--- src/rtl/sqrt_share_ctrl.sv ---
// rtl/sqrt_share_ctrl.sv - round-robin time-sharing controller for one square-root unit
module sqrt_share_ctrl #(
  parameter int N_REQ   = 4,
  parameter int TIMEOUT = 40,
  parameter int PTR_W   = 2
) (
  input  logic                 clk,
  input  logic                 rst,
  input  logic [N_REQ-1:0]     req_valid,
  input  logic [32*N_REQ-1:0]  req_data,
  output logic [N_REQ-1:0]     req_ready,
  output logic [N_REQ-1:0]     rsp_valid,
  output logic [15:0]          rsp_data,
  output logic                 timeout_err,
  output logic                 busy,
  output logic                 sqrt_en,
  output logic [31:0]          sqrt_d,
  input  logic [15:0]          sqrt_result,
  input  logic                 sqrt_done
);

  // Watchdog needs to reach TIMEOUT-1; one extra bit keeps saturation headroom.
  localparam int WD_W = $clog2(TIMEOUT) + 1;
  localparam logic [WD_W-1:0] WD_LAST = WD_W'(TIMEOUT - 1);
  localparam logic [WD_W-1:0] WD_MAX  = {WD_W{1'b1}};

  typedef enum logic [1:0] {
    S_IDLE  = 2'd0,
    S_RUN   = 2'd1,
    S_DRAIN = 2'd2
  } state_t;

  state_t              state;
  state_t              state_nx;
  logic [PTR_W-1:0]    rr_ptr;
  logic [PTR_W-1:0]    gid;
  logic [PTR_W-1:0]    grant_idx;
  logic                grant_any;
  logic [PTR_W:0]      scan_sum;
  logic [PTR_W-1:0]    scan_idx;
  logic [WD_W-1:0]     wd;
  logic                wd_expired;
  logic [N_REQ-1:0]    gid_onehot;
  logic [N_REQ-1:0]    grant_onehot;
  logic [PTR_W-1:0]    ptr_after_grant;

  assign wd_expired      = (wd >= WD_LAST);
  assign gid_onehot      = N_REQ'(1) << gid;
  assign grant_onehot    = N_REQ'(1) << grant_idx;
  assign ptr_after_grant = (grant_idx == PTR_W'(N_REQ - 1)) ? '0 : grant_idx + 1'b1;

  // Round-robin search: first valid requester at or above the pointer, wrapping.
  always_comb begin
    grant_any = 1'b0;
    grant_idx = '0;
    scan_sum  = '0;
    scan_idx  = '0;
    for (int i = 0; i < N_REQ; i++) begin
      scan_sum = {1'b0, rr_ptr} + (PTR_W+1)'(i);
      if (scan_sum >= (PTR_W+1)'(N_REQ)) begin
        scan_sum = scan_sum - (PTR_W+1)'(N_REQ);
      end
      scan_idx = scan_sum[PTR_W-1:0];
      if (!grant_any && req_valid[scan_idx]) begin
        grant_any = 1'b1;
        grant_idx = scan_idx;
      end
    end
  end

  // State register.
  always_ff @(posedge clk) begin
    if (rst) begin
      state <= S_IDLE;
    end else begin
      state <= state_nx;
    end
  end

  // Next state: a run ends on the first done, or when the watchdog runs out.
  always_comb begin
    state_nx = state;
    case (state)
      S_IDLE:  if (grant_any) state_nx = S_RUN;
      S_RUN:   if (sqrt_done || wd_expired) state_nx = S_DRAIN;
      S_DRAIN: state_nx = S_IDLE;
      default: state_nx = S_IDLE;
    endcase
  end

  // Combinational outputs: accept strobe only while idle, busy outside idle.
  always_comb begin
    req_ready = '0;
    busy      = 1'b0;
    case (state)
      S_IDLE:  if (grant_any) req_ready = grant_onehot;
      S_RUN:   busy = 1'b1;
      S_DRAIN: busy = 1'b1;
      default: busy = 1'b0;
    endcase
  end

  // Datapath: grant capture, watchdog, response registers and unit enable.
  always_ff @(posedge clk) begin
    if (rst) begin
      sqrt_en     <= 1'b0;
      sqrt_d      <= '0;
      rsp_valid   <= '0;
      rsp_data    <= '0;
      timeout_err <= 1'b0;
      rr_ptr      <= '0;
      gid         <= '0;
      wd          <= '0;
    end else begin
      // Enable follows the RUN state one-for-one; DRAIN gives the one low cycle.
      sqrt_en     <= (state_nx == S_RUN);
      rsp_valid   <= '0;
      timeout_err <= 1'b0;
      case (state)
        S_IDLE: begin
          if (grant_any) begin
            sqrt_d <= req_data[32*grant_idx +: 32];
            gid    <= grant_idx;
            rr_ptr <= ptr_after_grant;
            wd     <= '0;
          end
        end
        S_RUN: begin
          if (wd != WD_MAX) begin
            wd <= wd + 1'b1;
          end
          // A real result beats a watchdog expiry landing in the same cycle.
          if (sqrt_done) begin
            rsp_data  <= sqrt_result;
            rsp_valid <= gid_onehot;
          end else if (wd_expired) begin
            rsp_data    <= '0;
            rsp_valid   <= gid_onehot;
            timeout_err <= 1'b1;
          end
        end
        default: begin
        end
      endcase
    end
  end

endmodule

--- config.mk ---
export PLATFORM = sky130hd
export DESIGN_NAME = sqrt_share_ctrl
export DESIGN_NICKNAME = d
export VERILOG_FILES = /design/src/rtl/sqrt_share_ctrl.sv
export SDC_FILE = /design/constraint.sdc
export NUM_CORES = 1
export LEC_CHECK = 0
export ABC_AREA = 1
export CAP_MARGIN = 30
export CORE_MARGIN = 2
export CORE_UTILIZATION = 41
export CTS_BUF_LIST = sky130_fd_sc_hd__clkbuf_4 sky130_fd_sc_hd__clkbuf_8
export CTS_CLUSTER_SIZE = 12
export DETAILED_ROUTE_END_ITERATION = 6
export HOLD_SLACK_MARGIN = 0.1
export PLACE_DENSITY = 0.82
export REMOVE_ABC_BUFFERS = 1
export SYNTH_ARGS = -nofsm -noshare
export SYNTH_HDL_FRONTEND = slang
export SYNTH_SLANG_ARGS = --single-unit
--- constraint.sdc ---
create_clock -name clk -period 2.5 [get_ports clk]
set_clock_uncertainty 0.15 [all_clocks]
set_input_delay 0.5 -clock clk [delete_from_list [all_inputs] [get_ports clk]]
set_output_delay 0.5 -clock clk [all_outputs]
set_load 0.005 [all_outputs]
# ---- Word level (Yosys, flattened, before mapping)
# Cells that the tools add are included.
dict set report word_totals {
  register_bits 67
  latchBits 0
  mem_bits_rw 0
  rom_bits 0
  in_bits 151
  output_inout_bits 59
  wordCells 89
  mem_count 0
}
dict set report op_classes {
  add_sub_neg 9
  n_mul 0
  div 0
  magnitude_cmp 9
  eq_ne 7
  shift 3
  muxes 35
  bitwise_logic 1
  reduce_logical 16
}
# operator n
set ops {}
lappend ops {{$shiftx 128x8->32} 1}
lappend ops {{$mux 16} 2}
lappend ops {{$mux 2} 11}
lappend ops {{$mux 4} 4}
lappend ops {{$mux 7} 2}
lappend ops {{$pmux 7 s2} 1}
lappend ops {{$lt 2x3->1 const B} 4}
lappend ops {{$mux 1} 10}
lappend ops {{$ge 3x3->1 const B} 3}
lappend ops {{$bmux 1 s2} 4}
lappend ops {{$shl 1x2->4 const A} 2}
lappend ops {{$sub 2x1->2 const B} 4}
lappend ops {{$add 7x1->7 const B} 1}
lappend ops {{$ge 7x6->1 const B} 1}
lappend ops {{$ne 7x7->1 const B} 1}
lappend ops {{$add 2x2->3 const B} 2}
lappend ops {{$eq 2x1->1 const B} 2}
lappend ops {{$eq 2x2->1 const B} 2}
lappend ops {{$ne 2x2->1 const B} 2}
lappend ops {{$pmux 2 s2} 1}
lappend ops {{$reduce_and 2->1} 2}
lappend ops {{$reduce_bool 2->1} 2}
lappend ops {{$reduce_or 2->1} 2}
lappend ops {{$add 2x1->3 const B} 1}
lappend ops {{9 further kinds} 13}

# ---- Longest topological paths before layout
# Gate-level depths: netlist of the first run.
dict set report logic_depth {
  depth_word 17
  depth_mapped 18
  ltp_nobuf 15
}

# ---- Least setup slack after synthesis of the first run
# Ideal clock, no wire load.
dict set report synth_timing {
  path_kind {input to output}
  from {in req_valid[3]}
  to {out req_ready[2]}
  arrival_ns 1.715
  t_required_ns 1.850
  path_slack_ns 0.135
  path_stages 12
  path_buffers 2
  path_cell_list {inv_1 nand2_1 nand3_1 nand2_2 nor2_4 nand3_2 nand3_2 buf_6 buf_6 ha_1 inv_1 nor2_1}
}
dict set report synth_via {
  elab_chain_cells 15
  word_cells_on_any_way 25
  classes_between {1 x shift; 18 x mux; 6 x reduce/logical}
}
# element line
set synth_rtl {}
lappend synth_rtl {{start, declared} 9} ;# input logic [N_REQ-1:0] req_valid,
lappend synth_rtl {{$bmux 1 s2} 64} ;# if (!grant_any && req_valid[scan_idx]) begin
lappend synth_rtl {{$mux 1 (implied by the code)} 64}
lappend synth_rtl {{$mux 1} 64}
lappend synth_rtl {{$logic_not 1->1} 64}
lappend synth_rtl {{$logic_and 1x1->1} 64}
lappend synth_rtl {{$mux 1} 64}
lappend synth_rtl {{$logic_not 1->1} 64}
lappend synth_rtl {{$logic_and 1x1->1} 64}
lappend synth_rtl {{$mux 1} 64}
lappend synth_rtl {{$logic_not 1->1} 64}
lappend synth_rtl {{$logic_and 1x1->1} 64}
lappend synth_rtl {{$mux 2} 64}
lappend synth_rtl {{$shl 1x2->4} 49} ;# assign grant_onehot = N_REQ'(1) << grant_idx;
lappend synth_rtl {{$mux 4 (*)} 96} ;# S_IDLE: if (grant_any) req_ready = grant_onehot;
lappend synth_rtl {{$mux 4 (*)} 95} ;# case (state)
lappend synth_rtl {{end, declared} 11} ;# output logic [N_REQ-1:0] req_ready,
# Every way passes the cells marked *; elsewhere a longest branch is shown, timed or not. The select of a mux whose other input is x is not followed.

# ---- Worst setup path after layout of the first run
dict set report layout_timing {
  from {reg rr_ptr[0]}
  to {out req_ready[2]}
}
dict set report layout_via {
  elab_chain_cells 17
  word_cells_on_any_way 40
  classes_between {7 x add/sub; 4 x order compare; 1 x shift; 22 x mux; 6 x reduce/logical}
}
# element line
set layout_rtl {}
lappend layout_rtl {{start, declared} 35} ;# logic [PTR_W-1:0] rr_ptr;
lappend layout_rtl {{start signal, assigned} 124} ;# rr_ptr <= ptr_after_grant;
lappend layout_rtl {{parallel branches: the longest is 13 deep, another holds $add 2x1->3} n/a}
lappend layout_rtl {{$mux 2 (*)} 64}
lappend layout_rtl {{named net grant_idx[1]} 37} ;# logic [PTR_W-1:0] grant_idx;
lappend layout_rtl {{$shl 1x2->4 (*)} 49}
lappend layout_rtl {{$mux 4 (*)} 96}
lappend layout_rtl {{$mux 4 (*)} 95}
# Mark *: on every way through the listed nets, which the timed path passes. The select of a mux whose other input is x is not followed.

==> metrics.md, run 1 <==
| Metric | Value |
|---|---|
| RePlAce Congestion | `0.914` |
| Synth Area in XOR/XNOR | `0%` |
| Critical Path RT | `1.85 ns` |
| Row Count | `36` |
| NumNets Final | `1051` |
| CORE AREA | `0.00973 mm^2` |
| Gr usage total | `26.1%` |
| Critical path class | `reg -> out` |
| Register area share after synthesis | `32.9%` |
| Worst slew margin | `56.6%` |
| Most common cell in the synthesized netlist | `nand2_1` |
| CP Capture Type | `output pin` |
| Clk buf depth | `2` |
| Fin cells | `1031` |
| Via count | `5158` |
| Final Max Slew Viols | `0` |
| Placed instance count | `1006` |
| ANT nets after route | `0` |
| Synth Instances | `668` |
| Total of max-cap violations | `0` |
| Grt ovf | `0` |
| FMAX | `0.359 GHz` |
| Mux share of post-synthesis cell area | `0%` |
| Final core utilization | `70.5%` |
| Die ar. | `0.0108 mm^2` |
| Top FF cell, synth | `dfxtp_1` |
| Post-synth top area cell | `dfxtp_1` |
| Pin count of the biggest net entering global routing | `66` |
| Leak | `3.19 nW` |
| Yosys reg bits | `67` |
| Htree depth | `3` |
| Commonest cells post-synth | `nand2_1, dfxtp_1, nor2_1` |
| Worst setup margin | `-0.283 ns` |
| Vias/cell | `5.00` |
| EDFF count, synth | `0` |
| WP data arrival | `2.13 ns` |
| Worst VDD drop | `980 uV` |
| Async SR Flop Fraction | `0%` |
| Final hold vios | `0` |
| Largest family of logic cells by synthesized area | `simple AND/OR/NAND/NOR gates` |
| Clock Root Buffer | `clkbuf_8` |
| Slowest cell on the critical path | `dfxtp_4` |
| Initial DRC count | `245` |
| Avg Inst Size Synth | `6.10 um^2` |
| Crit-path cells | `buf_6 > nand2_4 > nand3_4 > nand2_4 > nor2_4 > nand3_2 > nand3_2 > nand2_4 > inv_6 > ha_4 > inv_2 > nor2_4 > buf_2` |
| Post-route setup TNS | `-1.67 ns` |
| Number of I/O port buffers | `209` |
| Tightest Hold Check Type | `reg -> reg` |
| Post-DR wirelength/cell | `14.1 um` |
| Fin crit period | `2.78 ns` |
| Pwr Density | `1240 mW/mm^2` |
| Final setup vio count | `18` |
| Layout cell share with drive strength beyond 1 | `13.6%` |
| Worst-path clk slew | `0.09 ns` |
| Crit path launch type | `flop` |
| Unrepaired setup endpoints after global routing | `true` |
| CP max stage delay | `0.43 ns` |
| Vias in the first global route | `4886` |
| Worst reg2reg setup slack | `-0.19 ns` |
| Worst-path maximum fanout | `6` |
| CTS tree | `done` |
| Starting Density | `41.9%` |
| Synth top area share | `32.9%` |
| Final-layout fill cell count | `798` |
| Compound-gate portion of the synthesized area | `5.40%` |
| Syn-to-layout area delta | `68.3%` |
| Synth warn | `0` |
| First-pass GRT wire length | `23.0 mm` |
| Largest cells by area after synthesis | `dfxtp_1, nand2_1, nand3_1` |
| Synth cell types | `31` |
| Clk sinks | `67` |
| Initial antenna violation count | `0` |
| Hpwl dp | `10.2 mm` |
| First-pass DRT Iterations | `6` |
| Antenna Diode Count | `0` |
| Post-synth design cell area | `0.00408 mm^2` |
| Die height | `104 um` |
| Clk_lat worst skew | `0.36 ns` |
| Status | `complete, but fails checks` |
| Cts hold-fix bufs | `0` |
| Violated checks | `negative setup slack` |
| Adder-cell area share of the yosys netlist | `2.15%` |
| CP most frequent cell | `nand2_4` |
| Detailed Route WL | `14.5 mm` |
| # DRC | `0` |
| Worst-Margin Slew | `0.650 ns` |
| Final Cycle Share | `111%` |
| Simple-gate share of the synthesized area | `49.0%` |
| Top Ports | `210` |
| Die width | `104 um` |
| Cts bufs inserted | `9` |
==> metrics by stage <==
step / hold WS, ns / total power, mW / instance area [um^2] / worst slack (ns)
finish: 0.304 / 8.53 / 6860 / -0.283
global route: 0.322 / 9.25 / 6860 / -0.372
CTS: 0.305 / 8.28 / 6770 / -0.222
detailed placement: 0.292 / 6.89 / 6360 / -0.878
global placement: 0.288 / 6.76 / 6360 / -0.751
floorplan: 0.277 / 4.60 / 3860 / -1.45
==> path summary, 6_finish.rpt <==
path / end / depth (start not counted) / from
max: req_ready[2] / 13 / rr_ptr[0]
min: sqrt_d[30] / 2 / sqrt_d[30]
max reg2reg: wd[2] / 17 / rr_ptr[0]
min reg2reg: sqrt_d[30] / 2 / sqrt_d[30]
==> logic make-up (layout without fill, tap and decap cells) <==
logic type,after synthesis,after routing
AND/OR/NAND/NOR,465,465
AO/OA/AOI/OAI,39,39
flip-flops,67,67
buffers and inverters,90,320
adder cells (fa/ha/maj),7,7
==> routing by layer <==
layer	share of wire [%]	vias up	global-route usage, %
met5	0	-	0
met4	3.3	0	10.3
met2	49	210	47.1
met1	40	2347	28.5
met3	7.7	39	7.87
li1	-	2562	-
==> timing repair <==
| item | in CTS | in global routing |
|---|---|---|
| setup endpoints to repair | 37 | 43 |
| setup buffers | 7 | 2 |
| gates resized for setup | 62 | 26 |
| pin swaps | 19 | 16 |
==> cell usage in the layout, fill, tap and decap left out, types with 4 or more instances in the layout <==
cell type	instances
nand2_1	281
clkdlybuf4s50_1	200
dfxtp_1	65
nor2_1	59
nand3_1	49
inv_1	41
buf_4	33
nand4_1	32
a21oi_1	25
nand2_2	17
inv_2	10
clkbuf_8	9
nand2_4	7
nand3_2	5
buf_6	5
nand3_4	4
o21ai_1	4
ha_1	4
dlygate4sd2_1	4
buf_2	4
==> area by class of cell <==
| cell class | count | area, um^2 | area share (%) |
|---|---|---|---|
| Inverter | 56 | 230 | 3.36 |
| Clock inverter | 7 | 108 | 1.57 |
| Sequential cell | 67 | 1350 | 19.6 |
| Tap cell | 133 | 166 | 2.43 |
| Clock buffer | 9 | 124 | 1.81 |
| Timing Repair Buffer | 248 | 2400 | 35.0 |
| Multi-Input combinational cell | 511 | 2480 | 36.2 |
==> flip-flops by register name, summed over array words and instances (netlist names) <==
signal / count
rsp_data: 16
gid: 2
state: 2
wd: 7
sqrt_d: 32
rsp_valid: 4
sqrt_en: 1
timeout_err: 1
rr_ptr: 2
==> report_power, final <==
part / switching [mW] / total (mW) / internal, mW / leakage [nW]
registers: 0.160 / 1.52 / 1.36 / 0.551
logic: 3.49 / 5.95 / 2.46 / 2.52
clock network: 0.483 / 1.07 / 0.582 / 0.114
total: 4.13 / 8.53 / 4.40 / 3.19
==> worst max-delay path, delay by kind of cell, from the launching register on <==
| kind | cells | cell delay, ns |
|---|---|---|
| and+or+nand+nor | 8 | 0.85 |
| DFF | 1 | 0.43 |
| buffers and inverters | 4 | 0.38 |
| adders and majority gates | 1 | 0.12 |
Power figures use the tool's default switching activity.
==> inputs of run 2 (changes only) <==
- CORE_UTILIZATION: 41 -> 40
- CTS_BUF_LIST: sky130_fd_sc_hd__clkbuf_4 sky130_fd_sc_hd__clkbuf_8 -> sky130_fd_sc_hd__clkbuf_4 sky130_fd_sc_hd__clkbuf_8 sky130_fd_sc_hd__clkbuf_16
- PLACE_DENSITY: 0.82 -> 0.81
==> run 2 against run 1 <==
Net effect:
- the flow still finishes with violations (negative setup slack)
- sequential share of layout area shrank 0.56 points
- non-clock buffer count grew 8
- combinational power grew 5.9%
- critical path type unchanged
==> metrics.md, run 2 (synthesis results as in run 1) <==
| Metric | Value |
|---|---|
| Crit path launch type | `flop` |
| ANT nets after route | `0` |
| Htree depth | `3` |
| Clk_lat worst skew | `0.33 ns` |
| Starting Density | `41.5%` |
| Unrepaired setup endpoints after global routing | `true` |
| Vias in the first global route | `5015` |
| Worst setup margin | `-0.302 ns` |
| Worst-Margin Slew | `0.590 ns` |
| Status | `complete, but fails checks` |
| Violated checks | `negative setup slack` |
| Antenna Diode Count | `0` |
| Gr usage total | `24.9%` |
| Leak | `3.30 nW` |
| Tightest Hold Check Type | `reg -> reg` |
| Hold Worst Slack | `0.299 ns` |
| Cts hold-fix bufs | `0` |
| Top Ports | `210` |
| Reg2reg start | `rr_ptr[0]` |
| Hpwl dp | `10.2 mm` |
| Final hold vios | `0` |
| CORE AREA | `0.00982 mm^2` |
| Detailed Route WL | `14.1 mm` |
| HP Start | `sqrt_d[8]` |
| Pre-CTS setup slack | `-0.862 ns` |
| Largest register FFs | `32` |
| Endpoint, Worst Hold | `sqrt_d[8]` |
| Clock Root Buffer | `clkbuf_8` |
| Worst slew margin | `60.6%` |
| WP data arrival | `2.15 ns` |
| NumNets Final | `1060` |
| CTS tree | `done` |
| Final setup vio count | `4` |
| Vias/cell | `4.92` |
| First-pass GRT wire length | `22.8 mm` |
| Final Max Slew Viols | `0` |
| Row Count | `36` |
| R2R cell count | `18` |
| Worst-path maximum fanout | `5` |
| Largest Register | `sqrt_d` |
| Hold Path Depth | `2` |
| CP Capture Type | `output pin` |
| RePlAce Congestion | `0.814` |
| Total of max-cap violations | `0` |
| Syn-to-layout area delta | `73.3%` |
| Number of I/O port buffers | `209` |
| Die width | `105 um` |
| Critical Path RT | `1.85 ns` |
| First-pass DRT Iterations | `4` |
| Initial DRC count | `227` |
| Clk sinks | `67` |
| Worst reg2reg setup slack | `0.06 ns` |
| Clk buf depth | `2` |
| Final Cycle Share | `112%` |
| Layout cell share with drive strength beyond 1 | `16.9%` |
| Largest regs | `sqrt_d: 32 flops, rsp_data: 16 flops, wd: 7 flops` |
| Die height | `105 um` |
| Worst VDD drop | `701 uV` |
| Fin crit period | `2.80 ns` |
| Post-DR wirelength/cell | `13.5 um` |
| FMAX | `0.357 GHz` |
| Initial antenna violation count | `0` |
| Critical path class | `reg -> out` |
| Worst-path clk slew | `0.08 ns` |
| Pin count of the biggest net entering global routing | `46` |
| Most frequent cells in the layout | `nand2_1, clkdlybuf4s50_1, dfxtp_1, nor2_1, nand3_1` |
| # DRC | `0` |
| Cts bufs inserted | `9` |
| Most common cell after layout, fill and taps aside | `nand2_1` |
| Via count | `5116` |
| Grt ovf | `0` |
| Pwr Density | `1240 mW/mm^2` |
| Die ar. | `0.0110 mm^2` |
| FF-to-FF End | `sqrt_d[4]` |
[run 2: changes by cell type in the layout (fill, tap and decap cells not counted), moves of 2 or more]
cell and change:
clkinv_4 +3, nand2_2 +8, nand3_2 +5, buf_6 +2
nand3_1 -5, buf_12 +3, nand2_4 +6, inv_1 -2
inv_8 -2, nand2_1 -13, nor2_1 -2, inv_2 +2
[run 2: final cells by class]
type / count / area, um^2
timing repair buffer: 256 / 2530
fill: 828 / 2760
clock buffer: 9 / 124
sequential: 67 / 1350
multi-input combinational: 511 / 2580
clock inverter: 7 / 77.6
tap: 133 / 166
timing repair inverter: 1 / 6.26
inverter: 56 / 230
[run 2: worst max-delay path: stages (launching register included)]
cell and delay [ns]:
dfxtp_4 0.37, buf_12 0.14, buf_6 0.12, nand2_2 0.07, nand2_2 0.07, nand2_1 0.07, nand2_1 0.09, nand2_2 0.09
nand2_2 0.06, nand2_2 0.09, nand3_4 0.10, inv_4 0.08, buf_6 0.09, ha_4 0.12, inv_2 0.04, nor2_2 0.08
buf_2 0.12
[run 2: power breakdown]
part | total [mW] | switching (mW) | internal [mW]
Combinational | 6.30 | 3.59 | 2.71
Clock | 0.917 | 0.449 | 0.467
Sequential | 1.51 | 0.153 | 1.36
[run 2: worst max-delay path by stage]
stage | start | endpoint | slack (ns)
6_report | rr_ptr[0] | req_ready[3] | -0.30
5_1_grt | rr_ptr[0] | req_ready[1] | -0.39
4_1_cts | rr_ptr[0] | req_ready[2] | -0.25
3_5_place_dp | req_valid[3] | req_ready[1] | -0.86
3_3_place_gp | req_valid[3] | req_ready[1] | -0.81
2_1_floorplan | req_valid[3] | req_ready[1] | -1.45
[run 2: metal layers]
metal  vias up  GRT usage, %  part of all wire [%]
met2       180          46.0                    51
met4         0          8.38                   1.9
met5         -             0                     0
li1       2576             -                     -
met3        27          6.18                   6.8
met1      2333          27.7                    40
[run 2: timing repair]
action | CTS | global route
pin swaps | 23 | 18
gates cloned | 2 | 0
setup endpoints to repair | 29 | 39
gates resized for setup | 82 | 41
endpoints found under the hold margin | 0 | 0
buffers inserted | 14 | 5
[run 2: stage by stage]
step                TNS [ns]  util [%]  total power, mW  cell area (um^2)  cells
floorplan             -30.48         -             4.60              3860    634
global placement      -14.06      65.2             6.83              6400   1008
detailed placement    -17.41      65.2             6.94              6400   1008
CTS                   -0.972      70.3             8.45              6900   1039
global route           -1.72      71.9             9.45              7060   1040
finish                 -1.15      71.9             8.73              7060   1040
==> inputs of run 3 (changes only) <==
- SKIP_CTS_REPAIR_TIMING: unset -> 1
==> run 3 against run 2 <==
Net effect:
- the flow still finishes with violations (negative setup slack)
- critical path depth shrank 1
- global-route usage shrank 1.4 points
- total power down 4.0%
- design area is 2.6% lower
- die area unchanged
==> metrics.md, run 3 (synthesis results as in run 1) <==
| Metric | Value |
|---|---|
| Worst-path clk slew | `0.08 ns` |
| Reg2reg start | `rr_ptr[0]` |
| Cell area after layout | `0.00688 mm^2` |
| Cts bufs inserted | `9` |
| Violated checks | `negative setup slack` |
| Unrepaired setup endpoints after global routing | `true` |
| Status | `complete, but fails checks` |
| CORE AREA | `0.00982 mm^2` |
| WP data arrival | `2.14 ns` |
| Via count | `5096` |
| Met3 Wirelength | `981 um` |
| Sw Ratio | `47.9%` |
| Htree depth | `3` |
| Cell Area, Placed | `0.00640 mm^2` |
| Most frequent cells in the layout | `nand2_1, clkdlybuf4s50_1, dfxtp_1, nor2_1, nand3_1` |
| Logic pwr share | `71.1%` |
| Grt ovf | `0` |
| Leak | `3.22 nW` |
| Worst-path maximum fanout | `9` |
| Largest Register | `sqrt_d` |
| Pwr Density | `1220 mW/mm^2` |
| Die width | `105 um` |
| Fin crit period | `2.79 ns` |
| Initial antenna violation count | `0` |
| Largest regs | `sqrt_d: 32 flops, rsp_data: 16 flops, wd: 7 flops` |
| FF-to-FF End | `gid[0]` |
| Number of I/O port buffers | `209` |
| ANT nets after route | `0` |
| CP max stage delay | `0.38 ns` |
| Hpwl dp | `10.2 mm` |
| # DRC | `0` |
| Crit. path cell count | `15` |
| First-pass DRT Iterations | `5` |
| Most common cell after layout, fill and taps aside | `nand2_1` |
| First-pass GRT wire length | `21.5 mm` |
| Slowest cell on the critical path | `dfxtp_4` |
| Starting Density | `41.5%` |
| Die ar. | `0.0110 mm^2` |
| Clk_lat worst skew | `0.33 ns` |
| Top cell family by delay on the critical path | `simple AND/OR/NAND/NOR gates` |
| Worst setup margin | `-0.289 ns` |
| Crit-path cells | `buf_12 > inv_8 > nand2_1 > nand2_1 > nand2_2 > nand2_2 > nor2_4 > nand3_2 > nand3_2 > nand2_4 > inv_4 > ha_4 > inv_2 > nor2_2 > buf_2` |
| Antenna Diode Count | `0` |
| CTS tree | `done` |
| Final setup vio count | `8` |
| Gr usage total | `23.6%` |
| Vias in the first global route | `4821` |
| Post-route setup TNS | `-1.13 ns` |
| Layout cell share with drive strength beyond 1 | `13.8%` |
| Pin count of the biggest net entering global routing | `46` |
| CP Capture Type | `output pin` |
| Final hold vios | `0` |
| Sequential share of power | `18.0%` |
| Clk buf depth | `2` |
| Buf/Inv on CP | `5` |
| Highest Signal Layer | `met4` |
| NumNets Final | `1053` |
| FMAX | `0.359 GHz` |
| Endpoint, Worst Hold | `sqrt_d[8]` |
| Critical Path RT | `1.85 ns` |
| Metal-1 WL | `5.42 mm` |
| Top Ports | `210` |
| RePlAce Congestion | `0.814` |
| Total power | `8.37 mW` |
| Largest register FFs | `32` |
| Die height | `105 um` |
| Detailed Route WL | `13.7 mm` |
| Syn-to-layout area delta | `68.7%` |
| Total of max-cap violations | `0` |
| R2R cell count | `18` |
| Clock Root Buffer | `clkbuf_8` |
| Initial DRC count | `229` |
| Crit path launch type | `flop` |
| Worst-Margin Slew | `0.593 ns` |
| Clk sinks | `67` |
| HP Start | `sqrt_d[8]` |
| Worst reg2reg setup slack | `-0.03 ns` |
| Row Count | `36` |
| Tightest Hold Check Type | `reg -> reg` |
| Critical path class | `reg -> out` |
| WL met2 | `7.05 mm` |
| Clock group share of total power | `10.9%` |
| Final Max Slew Viols | `0` |
| Worst slew margin | `60.3%` |
| Switching power | `4.01 mW` |
| Hold Worst Slack | `0.299 ns` |
| Final Cycle Share | `112%` |
| Worst VDD drop | `783 uV` |
| Vias/cell | `4.93` |
| Hold Path Depth | `2` |
| Post-DR wirelength/cell | `13.3 um` |
| Pint | `4.37 mW` |
[run 3: changes by cell type in the layout (fill, tap and decap cells not counted), moves of 2 or more]
cell	change
buf_6	-4
nand2_1	+15
dlygate4sd2_1	-4
inv_2	-2
nor2_4	-2
nand3_1	+4
nand3_4	-2
inv_1	+2
nand2_2	-9
nand3_2	-2
nand2_4	-6
dlymetal6s2s_1	+4
[run 3: how the worst max path moves through the flow]
stage	from	to	slack, ns
2_1_floorplan	req_valid[3]	req_ready[1]	-1.45
3_3_place_gp	req_valid[3]	req_ready[1]	-0.81
3_5_place_dp	req_valid[3]	req_ready[1]	-0.86
4_1_cts	req_valid[3]	req_ready[1]	-0.88
5_1_grt	rr_ptr[0]	req_ready[3]	-0.39
6_report	rr_ptr[0]	req_ready[3]	-0.29
[run 3: final cells by class]
type | instances | area (um^2)
Clock inverter | 7 | 77.6
Fill cell | 859 | 2940
Timing Repair Buffer | 250 | 2470
Clock buffer | 9 | 124
Multi-Input combinational cell | 511 | 2460
Inverter | 56 | 228
Tap cell | 133 | 166
Sequential cell | 67 | 1350
[run 3: through the flow]
step / setup WS, ns / cells / util (%)
2_1_floorplan: -1.45 / 634 / -
6_report: -0.289 / 1033 / 70.0
3_3_place_gp: -0.809 / 1008 / 65.2
5_1_grt: -0.394 / 1033 / 70.0
3_5_place_dp: -0.862 / 1008 / 65.2
4_1_cts: -0.883 / 1024 / 67.3
[run 3: metal layers]
layer,GRT usage [%],vias to the layer above
met4,8.00,0
met3,6.05,29
met2,43.7,189
li1,-,2561
met1,25.8,2317
met5,0,-
[run 3: worst min-delay path, stage by stage (launching register included)]
cell	delay, ns
dfxtp_1	0.31
nand2_1	0.06
nand2_1	0.04
[run 3: power by group through the flow]
stage | clock network (mW) | logic [mW] | registers (mW)
6_report | 0.913 | 5.95 | 1.51
5_1_grt | 0.983 | 6.61 | 1.54
4_1_cts | 0.929 | 5.45 | 1.49
3_5_place_dp | 0 | 5.42 | 1.51
3_3_place_gp | 0 | 5.32 | 1.51
2_1_floorplan | 0 | 3.07 | 1.53
